<file path="src/rtl/plate_overlay_sequencer.sv">
// plate_overlay_sequencer
// Frame-level controller for the plate-overlay stage. It validates per-frame
// recognition results, requires STABLE_FRAMES identical results before it
// commits them, and commits only on a frame boundary so the overlay never
// tears. It also handles the three user keys: mode step, freeze and clear.
//
// Optional feature: define OVL_SEQ_DEBOUNCE_EN to add a DEB_CYCLES debounce
// counter per key. Without it, the synchronised key level is used directly.
//
// Handshake: res_valid is a 1-cycle strobe with no back-pressure. When it is
// high, res_* are sampled in that cycle. A strobe that coincides with the
// frame boundary, or that arrives while that boundary is being processed,
// belongs to the new frame.
module plate_overlay_sequencer #(
  parameter int unsigned STABLE_FRAMES = 3,
  parameter int unsigned HOLD_FRAMES   = 30,
  parameter int unsigned DEB_CYCLES    = 250000
) (
  input  logic        clk,
  input  logic        rst,
  input  logic        i_vs,
  input  logic [2:0]  key,
  input  logic        res_valid,
  input  logic [71:0] res_lines,
  input  logic [11:0] res_up,
  input  logic [11:0] res_down,
  input  logic [19:0] res_digits,
  output logic [71:0] disp_lines,
  output logic [11:0] disp_up,
  output logic [11:0] disp_down,
  output logic [19:0] disp_digits,
  output logic        disp_valid,
  output logic [1:0]  ovl_mode,
  output logic        frozen,
  output logic [15:0] frame_cnt,
  output logic [1:0]  dbg_state
);

  typedef enum logic [1:0] {S_WAIT = 2'd0, S_CHECK = 2'd1, S_COMMIT = 2'd2} state_t;

  localparam logic [3:0] STABLE_MAX = 4'(STABLE_FRAMES);
  localparam logic [7:0] HOLD_MAX   = 8'(HOLD_FRAMES);

  state_t state, state_nxt;
  logic        vs_d, fb;
  logic [2:0]  k_s1, k_s2, k_clean, k_clean_d, press;
  logic        cand_ok, pend_ok, cand_good, frame_end, busy, same_digits;
  logic [71:0] cand_lines, pend_lines;
  logic [11:0] cand_up, cand_down, pend_up, pend_down;
  logic [19:0] cand_digits, pend_digits, prev_digits;
  logic [3:0]  match_cnt, match_calc;
  logic [7:0]  miss_cnt, miss_calc;

  assign dbg_state = state;

  // Frame boundary: rising edge of i_vs against its registered copy.
  always_ff @(posedge clk) begin
    if (rst) vs_d <= 1'b1;
    else     vs_d <= i_vs;
  end
  assign fb = i_vs & ~vs_d;

  // Two-flop key synchroniser; keys idle high.
  always_ff @(posedge clk) begin
    if (rst) begin
      k_s1 <= 3'b111;
      k_s2 <= 3'b111;
    end else begin
      k_s1 <= key;
      k_s2 <= k_s1;
    end
  end

`ifdef OVL_SEQ_DEBOUNCE_EN
  localparam int unsigned CW = $clog2(DEB_CYCLES + 1);
  logic [CW-1:0] deb_cnt [3];
  logic [2:0]    k_acc;
  // Accept a new key level only after DEB_CYCLES consecutive differing samples.
  always_ff @(posedge clk) begin
    if (rst) begin
      k_acc <= 3'b111;
      for (int i = 0; i < 3; i++) deb_cnt[i] <= '0;
    end else begin
      for (int i = 0; i < 3; i++) begin
        if (k_s2[i] != k_acc[i]) begin
          if (deb_cnt[i] == CW'(DEB_CYCLES - 1)) begin
            k_acc[i]   <= k_s2[i];
            deb_cnt[i] <= '0;
          end else begin
            deb_cnt[i] <= deb_cnt[i] + 1'b1;
          end
        end else begin
          deb_cnt[i] <= '0;
        end
      end
    end
  end
  assign k_clean = k_acc;
`else
  logic unused_deb;
  assign unused_deb = (DEB_CYCLES == 0);
  assign k_clean    = k_s2;
`endif

  // Delayed clean level; a press is the high-to-low edge of the clean level.
  always_ff @(posedge clk) begin
    if (rst) k_clean_d <= 3'b111;
    else     k_clean_d <= k_clean;
  end
  assign press = k_clean_d & ~k_clean;

  // Candidate checks (strict line order, band order, BCD digits) and counter updates.
  always_comb begin
    cand_good = cand_ok && (cand_up < cand_down);
    for (int i = 0; i < 5; i++) begin
      if (cand_lines[i*12 +: 12] >= cand_lines[(i+1)*12 +: 12]) cand_good = 1'b0;
    end
    for (int i = 0; i < 5; i++) begin
      if (cand_digits[i*4 +: 4] > 4'd9) cand_good = 1'b0;
    end
    same_digits = (cand_digits == prev_digits);
    match_calc  = 4'd0;
    if (cand_good) begin
      if (!same_digits)               match_calc = 4'd1;
      else if (match_cnt >= STABLE_MAX) match_calc = STABLE_MAX;
      else                            match_calc = match_cnt + 4'd1;
    end
    miss_calc = (miss_cnt == 8'hFF) ? 8'hFF : miss_cnt + 8'd1;
  end

  // FSM state register.
  always_ff @(posedge clk) begin
    if (rst) state <= S_WAIT;
    else     state <= state_nxt;
  end

  // FSM next state; a clear press always returns to WAIT.
  always_comb begin
    state_nxt = state;
    case (state)
      S_WAIT:   if (fb) state_nxt = S_CHECK;
      S_CHECK:  state_nxt = (cand_good && match_calc == STABLE_MAX && !frozen) ? S_COMMIT : S_WAIT;
      S_COMMIT: state_nxt = S_WAIT;
      default:  state_nxt = S_WAIT;
    endcase
    if (press[2]) state_nxt = S_WAIT;
  end

  assign busy      = fb || (state != S_WAIT);
  assign frame_end = (state == S_COMMIT) || (state == S_CHECK && state_nxt == S_WAIT);

  // Result capture: cand holds the current frame, pend holds an early next-frame result.
  always_ff @(posedge clk) begin
    if (rst) begin
      cand_ok <= 1'b0; pend_ok <= 1'b0;
      cand_lines <= '0; cand_up <= '0; cand_down <= '0; cand_digits <= '0;
      pend_lines <= '0; pend_up <= '0; pend_down <= '0; pend_digits <= '0;
    end else if (press[2]) begin
      cand_ok <= 1'b0;
      pend_ok <= 1'b0;
    end else if (frame_end) begin
      pend_ok <= 1'b0;
      if (res_valid) begin
        cand_lines <= res_lines; cand_up <= res_up; cand_down <= res_down; cand_digits <= res_digits;
        cand_ok    <= 1'b1;
      end else begin
        cand_lines <= pend_lines; cand_up <= pend_up; cand_down <= pend_down; cand_digits <= pend_digits;
        cand_ok    <= pend_ok;
      end
    end else if (res_valid) begin
      if (busy) begin
        pend_lines <= res_lines; pend_up <= res_up; pend_down <= res_down; pend_digits <= res_digits;
        pend_ok    <= 1'b1;
      end else begin
        cand_lines <= res_lines; cand_up <= res_up; cand_down <= res_down; cand_digits <= res_digits;
        cand_ok    <= 1'b1;
      end
    end
  end

  // Stability/miss counters, display registers, freeze and mode.
  always_ff @(posedge clk) begin
    if (rst) begin
      match_cnt <= '0; miss_cnt <= '0; prev_digits <= '0;
      disp_lines <= '0; disp_up <= '0; disp_down <= '0; disp_digits <= '0;
      disp_valid <= 1'b0; frozen <= 1'b0; ovl_mode <= 2'd2; frame_cnt <= '0;
    end else begin
      if (fb)       frame_cnt <= frame_cnt + 16'd1;
      if (press[0]) ovl_mode  <= ovl_mode + 2'd1;
      if (press[2]) begin
        disp_valid <= 1'b0;
        match_cnt  <= '0;
        miss_cnt   <= '0;
        frozen     <= 1'b0;
      end else begin
        if (press[1]) frozen <= ~frozen;
        if (state == S_CHECK) begin
          match_cnt <= match_calc;
          if (cand_good) begin
            miss_cnt <= '0;
            if (!same_digits) prev_digits <= cand_digits;
          end else begin
            miss_cnt <= miss_calc;
            if (miss_calc >= HOLD_MAX && !frozen) disp_valid <= 1'b0;
          end
        end else if (state == S_COMMIT) begin
          disp_lines  <= cand_lines;
          disp_up     <= cand_up;
          disp_down   <= cand_down;
          disp_digits <= cand_digits;
          disp_valid  <= 1'b1;
          miss_cnt    <= '0;
        end
      end
    end
  end

endmodule

</file>
<file path="config.mk">
export PLATFORM = sky130hd
export DESIGN_NAME = plate_overlay_sequencer
export DESIGN_NICKNAME = d
export VERILOG_FILES = /design/src/rtl/plate_overlay_sequencer.sv
export SDC_FILE = /design/constraint.sdc
export NUM_CORES = 1
export LEC_CHECK = 0
export BUFFER_PORTS_ARGS = -buffer_cell sky130_fd_sc_hd__buf_2
export CAP_MARGIN = 20
export CORE_MARGIN = 4
export CORE_UTILIZATION = 55
export CTS_BUF_LIST = sky130_fd_sc_hd__clkbuf_4 sky130_fd_sc_hd__clkbuf_8
export DETAILED_ROUTE_END_ITERATION = 10
export PLACE_DENSITY = 0.77
export SYNTH_ARGS = -nofsm -noshare
export SYNTH_HDL_FRONTEND = slang
export SYNTH_SLANG_ARGS = --single-unit
</file>
<file path="constraint.sdc">
create_clock -name clk -period 3.8 [get_ports clk]
set_input_delay 0.57 -clock clk [delete_from_list [all_inputs] [get_ports clk]]
set_output_delay 0.57 -clock clk [all_outputs]
set_load 0.02 [all_outputs]
</file>
==> impl_metrics.tcl <==
set metrics [dict create \
    status "finished clean" \
    power_frac_seq 0.474 \
    cts_setup_buffers 0 \
    period_minus_slack_ns 3.39 \
    postCtsHoldBufs 0 \
    antenna_found_initial 3 \
    clk_pin_slew_ns 0.06 \
    h-tree-depth 3 \
    final_area_mm2 0.0211 \
    synth.top_cell.area_share 0.457 \
    die-area_mm2 0.0359 \
    vias_per_cell 5.87 \
    max_slew_margin 0.388 \
    cts_buffers 69 \
    critPathSlowestCell "or4_1" \
    multiInputGateArea_mm2 0.00886 \
    swShare 0.277 \
    yosys_warnings 0 \
    grt_pass1_vias 16400 \
    p_leak_nw 8.29 \
    setup_viol 0 \
    syn_area_per_cell_um2 7.93 \
    placed_area_mm2 0.0197 \
    post_drt_wl_per_cell_um 17.7 \
    synth_area_mm2 0.0181 \
    fp.coreArea_mm2 0.0325 \
    final_cell_mix "508 x nand2_1, 414 x dfxtp_1, 265 x a21oi_1" \
    path_cells "inv_1 > ha_1 > a22oi_1 > o211ai_1 > nor4_1 > nand3_1 > or4_1 > nor2_2 > buf_4 > mux2i_1 > nor2_1" \
    maxSlewViolCount 0 \
    tightest_slew_ns 0.918 \
    ir_drop_v 0.000353 \
    io_pins 261 \
    rsz0062_at_grt "no" \
    cp_data_arrival_time_ns 3.84 \
    globalplace.congestion 0.864 \
    grt_use_met2 0.456 \
    synth_ff_type "dfxtp_1" \
    placementRows 66 \
    crit_family "simple AND/OR/NAND/NOR gates" \
    max-cap-violations 0 \
    cp-end-kind "flip-flop" \
    fin_skew_ns 0.0271 \
    power_switching_mw 2.78 \
    wl_um 52300 \
    synthArstFlopShare 0 \
    drc 0 \
    register_area_mm2 0.00829 \
    power_density_mw_per_mm2 476 \
    num-fill-cells 2876 \
    cpPeakStageDelay_ns 0.73 \
    grt_usage 0.280 \
    final_nets 2666 \
    cts_resized 0 \
    intPower_mw 7.26 \
    final_layout_size_suffix_gt1_frac 0.172 \
    grt_start_max_net_pins 128 \
    die_h_um 190 \
    final_common_cell "nand2_1" \
    synth_top_area_cell "dfxtp_1" \
    synth_area_leaders "dfxtp_1 46%, nand2_1 11%, a21oi_1 7.3%" \
    drt-initial-drc-count 1494 \
    syn-num-nets 2487 \
    dp_hpwl_um 33600 \
    period_share 0.892 \
    clkPwrFrac 0.402 \
    vias 17400 \
    synth_edf_count 0 \
    initial_core_util 0.557 \
    seq_area_frac_synth 0.457 \
    ant_nets 0 \
    clockBufferDepth 3 \
    clock_latency_ns 0.59 \
    overflow 0 \
    busiest_layer "met2" \
    area_delta_synth_final_pct 16.2 \
    start_kind "flip-flop" \
    grt_util_met3 0.0426 \
    port-buffer-count 260 \
    synth_seq_cells 414 \
    finalHoldViolations 0 \
    pwr-share-comb 0.124 \
    grt_util_met1 0.369 \
    fin_util 0.648 \
    yosys.cell_types.count 60 \
    cts.sink_count 414 \
    fp.dieW_um 190 \
    worstPathRequired_ns 4.25 \
    root_buffer "clkbuf_8" \
    maxClockFrequency_mhz 295 \
    min_path_type "in2reg" \
    drtPass1Iterations 6 \
    postSynthCellCount 2287 \
    cp_max_fo 20 \
    setup_tns_ns 0 \
    worstSetupPathType "reg2reg" \
    path_buf_inv 2 \
    cts_tree "yes" \
    grt_pass1_wl_um 83900 \
]
## worst reg2reg max path, cell delays in order (launching register included)
cell      delay, ns
dfxtp_1        0.49
inv_1          0.09
ha_1           0.34
a22oi_1        0.16
o211ai_1       0.11
nor4_1         0.32
nand3_1        0.19
or4_1          0.73
nor2_2         0.17
buf_4          0.32
mux2i_1        0.27
nor2_1         0.06
## cell type report
| type | instances | share of cell area |
|---|---|---|
| well taps | 442 | 0.0262 |
| clock buffers | 106 | 0.0615 |
| flip-flops and latches | 414 | 0.393 |
| inverters | 78 | 0.0139 |
| multi-input cells | 1617 | 0.421 |
| clock inverters | 13 | 0.00558 |
| diodes | 3 | 0.000356 |
| repair buffers | 286 | 0.0786 |
## sequential cells by signal, summed over array words and instances, names as in the netlist, 12 cells and up
signal	flops
pend_lines	72
disp_down	12
cand_lines	72
disp_digits	20
prev_digits	20
pend_up	12
cand_down	12
frame_cnt	16
disp_up	12
pend_digits	20
cand_up	12
cand_digits	20
pend_down	12
disp_lines	72
## metal layers
| metal | vias to the layer above | wire length (um) |
|---|---|---|
| met4 | 0 | 2310 |
| li1 | 8261 | - |
| met5 | - | 0 |
| met2 | 716 | 24400 |
| met1 | 8231 | 21700 |
| met3 | 150 | 3850 |
## final timing paths
kind / to / slack [ns] / start / cells after the start
setup / recovery: prev_digits[1]$_SDFFE_PP0P_ / 0.41 / cand_lines[47]$_SDFFE_PP0P_ / 11
hold / removal: k_s1[1]$_SDFF_PP1_ / 0.17 / key[1] / 2
setup reg to reg: prev_digits[1]$_SDFFE_PP0P_ / 0.41 / cand_lines[47]$_SDFFE_PP0P_ / 11
hold reg to reg: k_clean[0]$_SDFF_PP1_ / 0.41 / k_s1[0]$_SDFF_PP1_ / 1
## power by group through the flow
stage / sequential [mW] / clock (mW) / combinational (mW)
final: 4.75 / 4.04 / 1.25
after global routing: 4.78 / 4.31 / 1.40
after CTS: 4.75 / 4.11 / 1.23
after detailed placement: 4.84 / 0 / 1.23
after global placement: 4.84 / 0 / 1.18
after floorplan: 4.75 / 0 / 0.875
## Yosys cell counts (9+ instances only)
cell / instances
inv_1: 77
nand3_1: 134
buf_2: 37
dfxtp_1: 414
or2_2: 10
ha_1: 77
xnor2_1: 29
o21ai_1: 31
clkbuf_1: 126
o21ai_0: 115
nor2_1: 185
a311oi_1: 117
nor3_1: 9
a21oi_1: 265
and3_1: 10
mux2i_1: 21
nand4_1: 18
nand2_1: 508
## logic make-up after synthesis
kind of cell,share of synthesized area
AND/OR/NAND/NOR,0.210
AO/OA/AOI/OAI,0.192
flip-flops,0.457
buffers and inverters,0.0582
adder cells (fa/ha/maj),0.0531
XOR/XNOR,0.0179
multiplexers,0.0116
## per-stage QoR
stage | hold slack [ns] | total power, mW | setup WS, ns | std cells
2_1_floorplan | 0.389 | 5.63 | 1.01 | 2287
3_3_place_gp | 0.401 | 6.02 | 0.564 | 2837
5_1_grt | 0.162 | 10.5 | 0.175 | 2959
3_5_place_dp | 0.406 | 6.07 | 0.497 | 2837
4_1_cts | 0.137 | 10.1 | 0.452 | 2956
6_report | 0.172 | 10.0 | 0.411 | 2959
No activity file was read; power rests on OpenSTA's default activity.
